File: src/rtl/nic_pkg.sv
// Shared NIC ring types: packet formats, packet type codes, ring ids and ageing limits.
package nic_pkg;

  typedef enum logic [3:0] {
    PT_NULL  = 4'd0,
    PT_READ  = 4'd1,
    PT_AREAD = 4'd2,
    PT_WRITE = 4'd3,
    PT_ACK   = 4'd4,
    PT_ERR   = 4'd5,
    PT_IRQ   = 4'd6
  } pkt_type_e;

  localparam logic [5:0] ID_NONE      = 6'd0;
  localparam logic [5:0] ID_BCAST     = 6'd63;
  localparam logic [5:0] ID_HUB       = 6'd61;
  localparam logic [5:0] RING_MAX_AGE = 6'd31;

  typedef struct packed {
    logic [5:0]  sid;
    logic [5:0]  did;
    logic [5:0]  age;
    pkt_type_e   typ;
    logic        ack;
    logic [3:0]  sel;
    logic [31:0] adr;
    logic [31:0] dat;
  } packet_t;

  typedef struct packed {
    logic [5:0] sid;
    logic [5:0] did;
    logic [5:0] age;
    logic [2:0] ipl;
    logic [7:0] vec;
  } ipacket_t;

  // One pending error response: who to answer and which address failed.
  typedef struct packed {
    logic [5:0]  sid;
    logic [31:0] adr;
  } err_rec_t;

  // A request whose sender is blocked waiting for a reply.
  function automatic logic needs_err_rsp(packet_t p);
    return (p.typ == PT_READ || p.typ == PT_AREAD || p.typ == PT_WRITE) &&
           (p.did != ID_BCAST);
  endfunction

endpackage

File: src/rtl/rf68000_ring_err_fifo.sv
// Pending-error FIFO: registered write, combinational head from the read pointer.
// A push into a full FIFO is accepted when a pop happens in the same cycle.
module rf68000_ring_err_fifo
  import nic_pkg::*;
#(
  parameter int DEPTH = 4
) (
  input  logic     clk_i,
  input  logic     rst_i,
  input  logic     push_i,
  input  logic     pop_i,
  input  err_rec_t din_i,
  output logic     full_o,
  output logic     empty_o,
  output err_rec_t head_o
);
  localparam int AW = $clog2(DEPTH);

  logic [AW:0] wp_q, wp_d, rp_q, rp_d;
  err_rec_t    mem_q [DEPTH];
  logic        wr, rd;

  assign empty_o = (wp_q == rp_q);
  assign full_o  = (wp_q[AW] != rp_q[AW]) && (wp_q[AW-1:0] == rp_q[AW-1:0]);
  assign head_o  = mem_q[rp_q[AW-1:0]];
  assign wr      = push_i && (!full_o || pop_i);
  assign rd      = pop_i && !empty_o;
  assign wp_d    = wp_q + (AW+1)'(wr);
  assign rp_d    = rp_q + (AW+1)'(rd);

  // Pointer registers.
  always_ff @(posedge clk_i) begin
    if (rst_i) begin
      wp_q <= '0;
      rp_q <= '0;
    end else begin
      wp_q <= wp_d;
      rp_q <= rp_d;
    end
  end

  // Storage; contents need no reset since empty_o guards the head.
  always_ff @(posedge clk_i) begin
    if (wr) mem_q[wp_q[AW-1:0]] <= din_i;
  end

endmodule

File: src/rtl/rf68000_ring_hub.sv
// Ring root: ages packets on all three rings, removes expired ones and returns
// PT_ERR responses for expired unicast requests so the sender is not left hanging.
module rf68000_ring_hub
  import nic_pkg::*;
#(
  parameter logic [5:0] HUB_ID    = ID_HUB,
  parameter logic [5:0] MAX_AGE   = RING_MAX_AGE,
  parameter int         ERR_DEPTH = 4
) (
  input  logic        clk_i,
  input  logic        rst_i,
  input  packet_t     packet_i,
  output packet_t     packet_o,
  input  packet_t     rpacket_i,
  output packet_t     rpacket_o,
  input  ipacket_t    ipacket_i,
  output ipacket_t    ipacket_o,
  output logic [15:0] req_drop_cnt_o,
  output logic [15:0] rsp_drop_cnt_o,
  output logic [15:0] irq_drop_cnt_o,
  output logic        err_ovf_o
);

  packet_t     pkt_d, pkt_q, rpkt_d, rpkt_q;
  ipacket_t    ipkt_d, ipkt_q;
  logic [15:0] req_cnt_q, rsp_cnt_q, irq_cnt_q;
  logic        ovf_q, ovf_d;
  logic        req_exp, rsp_exp, irq_exp;
  logic        err_push, err_pop, fifo_full, fifo_empty;
  err_rec_t    err_din, err_head;

  assign err_din = '{sid: packet_i.sid, adr: packet_i.adr};

  rf68000_ring_err_fifo #(.DEPTH(ERR_DEPTH)) u_err_fifo (
    .clk_i   (clk_i),
    .rst_i   (rst_i),
    .push_i  (err_push),
    .pop_i   (err_pop),
    .din_i   (err_din),
    .full_o  (fifo_full),
    .empty_o (fifo_empty),
    .head_o  (err_head)
  );

  // Request and interrupt rings: age live packets, zero expired ones.
  always_comb begin
    pkt_d    = packet_i;
    req_exp  = 1'b0;
    err_push = 1'b0;
    if (packet_i.did != ID_NONE) begin
      if (packet_i.age >= MAX_AGE) begin
        pkt_d    = '0;
        req_exp  = 1'b1;
        err_push = needs_err_rsp(packet_i);
      end else begin
        pkt_d.age = packet_i.age + 6'd1;
      end
    end
    ipkt_d  = ipacket_i;
    irq_exp = 1'b0;
    if (ipacket_i.did != ID_NONE) begin
      if (ipacket_i.age >= MAX_AGE) begin
        ipkt_d  = '0;
        irq_exp = 1'b1;
      end else begin
        ipkt_d.age = ipacket_i.age + 6'd1;
      end
    end
  end

  // Response ring: age first, then fill a free slot (incl. one just freed) with an ERR.
  always_comb begin
    rpkt_d  = rpacket_i;
    rsp_exp = 1'b0;
    err_pop = 1'b0;
    if (rpacket_i.did != ID_NONE) begin
      if (rpacket_i.age >= MAX_AGE) begin
        rpkt_d  = '0;
        rsp_exp = 1'b1;
      end else begin
        rpkt_d.age = rpacket_i.age + 6'd1;
      end
    end
    if (rpkt_d.did == ID_NONE && !fifo_empty) begin
      err_pop    = 1'b1;
      rpkt_d     = '0;
      rpkt_d.sid = HUB_ID;
      rpkt_d.did = err_head.sid;
      rpkt_d.typ = PT_ERR;
      rpkt_d.ack = 1'b1;
      rpkt_d.adr = err_head.adr;
    end
  end

  // A record is lost only when full and nothing drains this cycle.
  assign ovf_d = ovf_q | (err_push & fifo_full & ~err_pop);

  // Ring stages, drop counters and sticky overflow flag.
  always_ff @(posedge clk_i) begin
    if (rst_i) begin
      pkt_q     <= '0;
      rpkt_q    <= '0;
      ipkt_q    <= '0;
      req_cnt_q <= '0;
      rsp_cnt_q <= '0;
      irq_cnt_q <= '0;
      ovf_q     <= 1'b0;
    end else begin
      pkt_q     <= pkt_d;
      rpkt_q    <= rpkt_d;
      ipkt_q    <= ipkt_d;
      req_cnt_q <= req_cnt_q + 16'(req_exp);
      rsp_cnt_q <= rsp_cnt_q + 16'(rsp_exp);
      irq_cnt_q <= irq_cnt_q + 16'(irq_exp);
      ovf_q     <= ovf_d;
    end
  end

  assign packet_o       = pkt_q;
  assign rpacket_o      = rpkt_q;
  assign ipacket_o      = ipkt_q;
  assign req_drop_cnt_o = req_cnt_q;
  assign rsp_drop_cnt_o = rsp_cnt_q;
  assign irq_drop_cnt_o = irq_cnt_q;
  assign err_ovf_o      = ovf_q;

endmodule

File: config.mk
export PLATFORM = sky130hd
export DESIGN_NAME = rf68000_ring_hub
export DESIGN_NICKNAME = d
export VERILOG_FILES = /design/src/rtl/nic_pkg.sv /design/src/rtl/rf68000_ring_err_fifo.sv /design/src/rtl/rf68000_ring_hub.sv
export SDC_FILE = /design/constraint.sdc
export NUM_CORES = 1
export LEC_CHECK = 0
export CORE_MARGIN = 2
export CORE_UTILIZATION = 40
export DETAILED_ROUTE_END_ITERATION = 16
export PLACE_DENSITY = 0.74
export SLEW_MARGIN = 15
export SYNTH_ARGS = -nofsm -noshare
export SYNTH_HDL_FRONTEND = slang
export SYNTH_SLANG_ARGS = --single-unit
File: constraint.sdc
create_clock -name clk_i -period 6.4 [get_ports clk_i]
set_input_delay 1.92 -clock clk_i [delete_from_list [all_inputs] [get_ports clk_i]]
set_output_delay 1.92 -clock clk_i [all_outputs]
set_load 0.02 [all_outputs]
==> summary.md <==
| Metric | Value |
|---|---|
| Clock Sinks | `418` |
| Share of total power in combinational logic | `0.108` |
| Starting Density | `0.408` |
| Max cap viols | `0` |
| Post-layout nets | `1787` |
| Worst hold margin | `0.479 ns` |
| Die width | `195 µm` |
| Period utilization | `0.679` |
| Syn Area/Cell | `13.4 µm²` |
| Reg clk slew, reported paths | `0.06 ns` |
| Iter 0 DRT Violations | `470` |
| Lkg Pwr | `7.47 nW` |
| WL/cell | `19.9 µm` |
| Later-pin clock latency in the skew report | `0.56 ns` |
| Routability cong. | `0.910` |
| Post-CTS Setup Repair Bufs | `0` |
| Max_slew headroom | `0.242` |
| F_max | `0.230 GHz` |
| DR DRC count | `0` |
| WS Path Type | `in2reg` |
| Async SR Flop Fraction | `0` |
| Core Area | `0.0357 mm²` |
| Overall routing resource usage | `0.211` |
| Status | `complete, no violations` |
| Detailed Routing Iterations Pass 1 | `5` |
| P_int | `4.78 mW` |
| Largest net degree at the start of global routing | `68` |
| Seq pwr share | `0.462` |
| Post-Place Cells | `1976` |
| Fin Setup TNS | `0 ns` |
| Cells after Synth | `1087` |
| H-tree depth | `2` |
| Sw frac | `0.227` |
| Via/cell ratio | `5.05` |
| RSZ-0062 raised after global routing | `false` |
| Seq/Total Area, Yosys | `0.680` |
| CTS max path bufs | `3` |
| WL final | `41100 µm` |
| Final std cells w/o fill | `2059` |
| Initial antenna violation count | `3` |
| Tmin final | `4.35 ns` |
| Final max-slew violation count | `0` |
| P&R area growth vs syn | `46.4%` |
| Final worst setup slack | `2.05 ns` |
| # fillers | `2815` |
| First-pass GRT wire length | `61500 µm` |
| Most common flop cell mapped by yosys | `dfxtp_1` |
| Post-Syn Area | `0.0145 mm²` |
| Area of the multi-input gates | `0.00442 mm²` |
| Post-CTS Hold Buffers | `0` |
| Die Ht | `195 µm` |
| Vias in the first global route | `10641` |
| Post-synth EDFFs | `152` |
| Total nets after synthesis | `1313` |
| Clk network pwr share | `0.429` |
| Clk Tree Root Cell | `clkbuf_16` |
| Yosys reg bits | `418` |
| Critical path data arrival time | `4.76 ns` |
| Net Switching | `1.40 mW` |
| Post-detailed-route count of antenna-violating nets | `0` |
| Pre-CTS setup slack | `1.54 ns` |
| TritonCTS buffer count | `44` |
| Via Count | `10402` |
| Worst VDD drop | `0.236 mV` |
| Crit end category | `register` |
| Pwr/cell area | `291 mW/mm²` |
| Final Hold Viols | `0` |
| Peak fanout along the critical path | `8` |
| Worst setup SP type | `input port` |
| Ports | `473` |
| Port-buffer cells | `472` |
| HPWL after detailed placement | `28400 µm` |
| Clock skew | `0.0291 ns` |
| Site row count | `69` |
| Yosys warns | `0` |
| Setup-failing EPs final | `0` |
| Synth cell types | `56` |
| Die area | `0.0379 mm²` |
| WP data required | `6.82 ns` |
| Share of cells above drive strength 1 | `0.0915` |
| Grt total ovfl | `0` |
| CTS tree | `built` |
| FF/Latch Area | `0.00989 mm²` |
| Slew @ Worst Pin | `1.14 ns` |
| Worst Hold Class | `reg2reg` |
| Post-CTS resize count | `0` |
==> logic make-up (layout without fill, tap and decap cells) <==
logic type / count (synthesis) / count (layout) / share of synthesized area
flops: 418 / 418 / 0.680
simple gates: 378 / 378 / 0.144
fa+ha+maj: 13 / 13 / 0.0112
buf+inv: 67 / 575 / 0.0194
mux: 39 / 39 / 0.0596
xor+xnor: 45 / 45 / 0.0271
compound gates: 127 / 127 / 0.0585
other cells: 0 / 3 / 0
==> power by group through the flow <==
stage          Sequential (mW)  Clock (mW)  Combinational, mW
2_1_floorplan             3.00           0              0.215
3_3_place_gp              2.92           0              0.667
3_5_place_dp              2.92           0              0.674
4_1_cts                   2.86        2.72              0.678
5_1_grt                   2.87        2.82              0.715
6_report                  2.86        2.66              0.671
==> state kept, by name, indices dropped and copies added, names as in the netlist <==
name,count
err_ovf_o,1
ipacket_o,29
irq_drop_cnt_o,16
packet_o,91
req_drop_cnt_o,16
rpacket_o,91
rsp_drop_cnt_o,16
u_err_fifo.mem_q,152
u_err_fifo.rp_q,3
u_err_fifo.wp_q,3
==> placed cells by master (no fill, tap or decap), types with 3 or more instances in the layout <==
cell type	count
clkinv_2	4
bufinv_16	5
clkbuf_16	46
or3_1	5
nand2_1	33
a32oi_1	8
ha_1	13
nand4_1	9
clkbuf_8	7
mux4_2	38
clkbuf_1	14
dfxtp_1	264
and2_1	142
xnor2_1	33
and3_1	9
inv_1	12
edfxtp_1	152
nor2_1	59
buf_4	12
nor2b_1	11
clkdlybuf4s50_1	471
a21oi_1	58
o211ai_1	33
nor3_1	17
nand3_1	60
o21ai_0	6
diode_2	3
or2_2	4
nor4_1	11
a41o_1	3
xor2_1	12
==> worst paths after layout <==
path / cells past startpoint / slack, ns / start / endpoint
worst max register to register: 7 / 2.92 / u_err_fifo.rp_q[1] / u_err_fifo.rp_q[1]
worst min register to register: 2 / 0.48 / err_ovf_o / err_ovf_o
worst max-delay path: 10 / 2.05 / ipacket_i[12] / irq_drop_cnt_o[12]
worst min-delay path: 2 / 0.48 / err_ovf_o / err_ovf_o
==> cells in the mapped netlist, drive strengths merged, types with 12 or more instances <==
cell | number | area share
nor2 | 62 | 0.017
nor4 | 14 | 0.0085
ha | 13 | 0.011
nand2 | 34 | 0.0093
inv | 12 | 0.0031
mux4 | 38 | 0.059
o211ai | 33 | 0.017
buf | 24 | 0.0082
a21oi | 59 | 0.020
xnor2 | 33 | 0.020
edfxtp | 152 | 0.31
nand3 | 60 | 0.021
clkbuf | 31 | 0.0082
nor3 | 19 | 0.0069
xor2 | 12 | 0.0072
and2 | 142 | 0.061
dfxtp | 266 | 0.37
==> critical path, cell delays in order <==
cell	delay [ns]
clkdlybuf4s50_1	0.55
ha_1	0.22
a41oi_1	0.30
a21oi_1	0.48
ha_1	0.32
ha_1	0.23
nand2_1	0.16
nor4_1	0.37
xnor2_1	0.16
nor2_1	0.05
==> per-layer routing <==
metal	wire (µm)	vias up	GRT usage
met5	0	-	0
met4	958	0	0.0735
li1	-	4839	-
met1	15100	5034	0.234
met2	21300	471	0.387
met3	3650	58	0.0587
==> through the flow <==
stage	cell area, µm²	util	power (mW)
after floorplan	14500	-	3.22
after global placement	19700	0.554	3.58
after detailed placement	19700	0.554	3.59
after CTS	21300	0.597	6.26
after global routing	21300	0.597	6.41
final	21300	0.597	6.19
==> cell type report <==
cell class / instances / share of cell area
clock buffer: 67 / 0.0610
clock inverter: 13 / 0.0116
antenna: 3 / 0.000353
sequential: 418 / 0.464
timing repair buffer: 483 / 0.226
tap: 461 / 0.0271
multi-input combinational: 602 / 0.208
inverter: 12 / 0.00212
(Power assumes the default switching activity.)
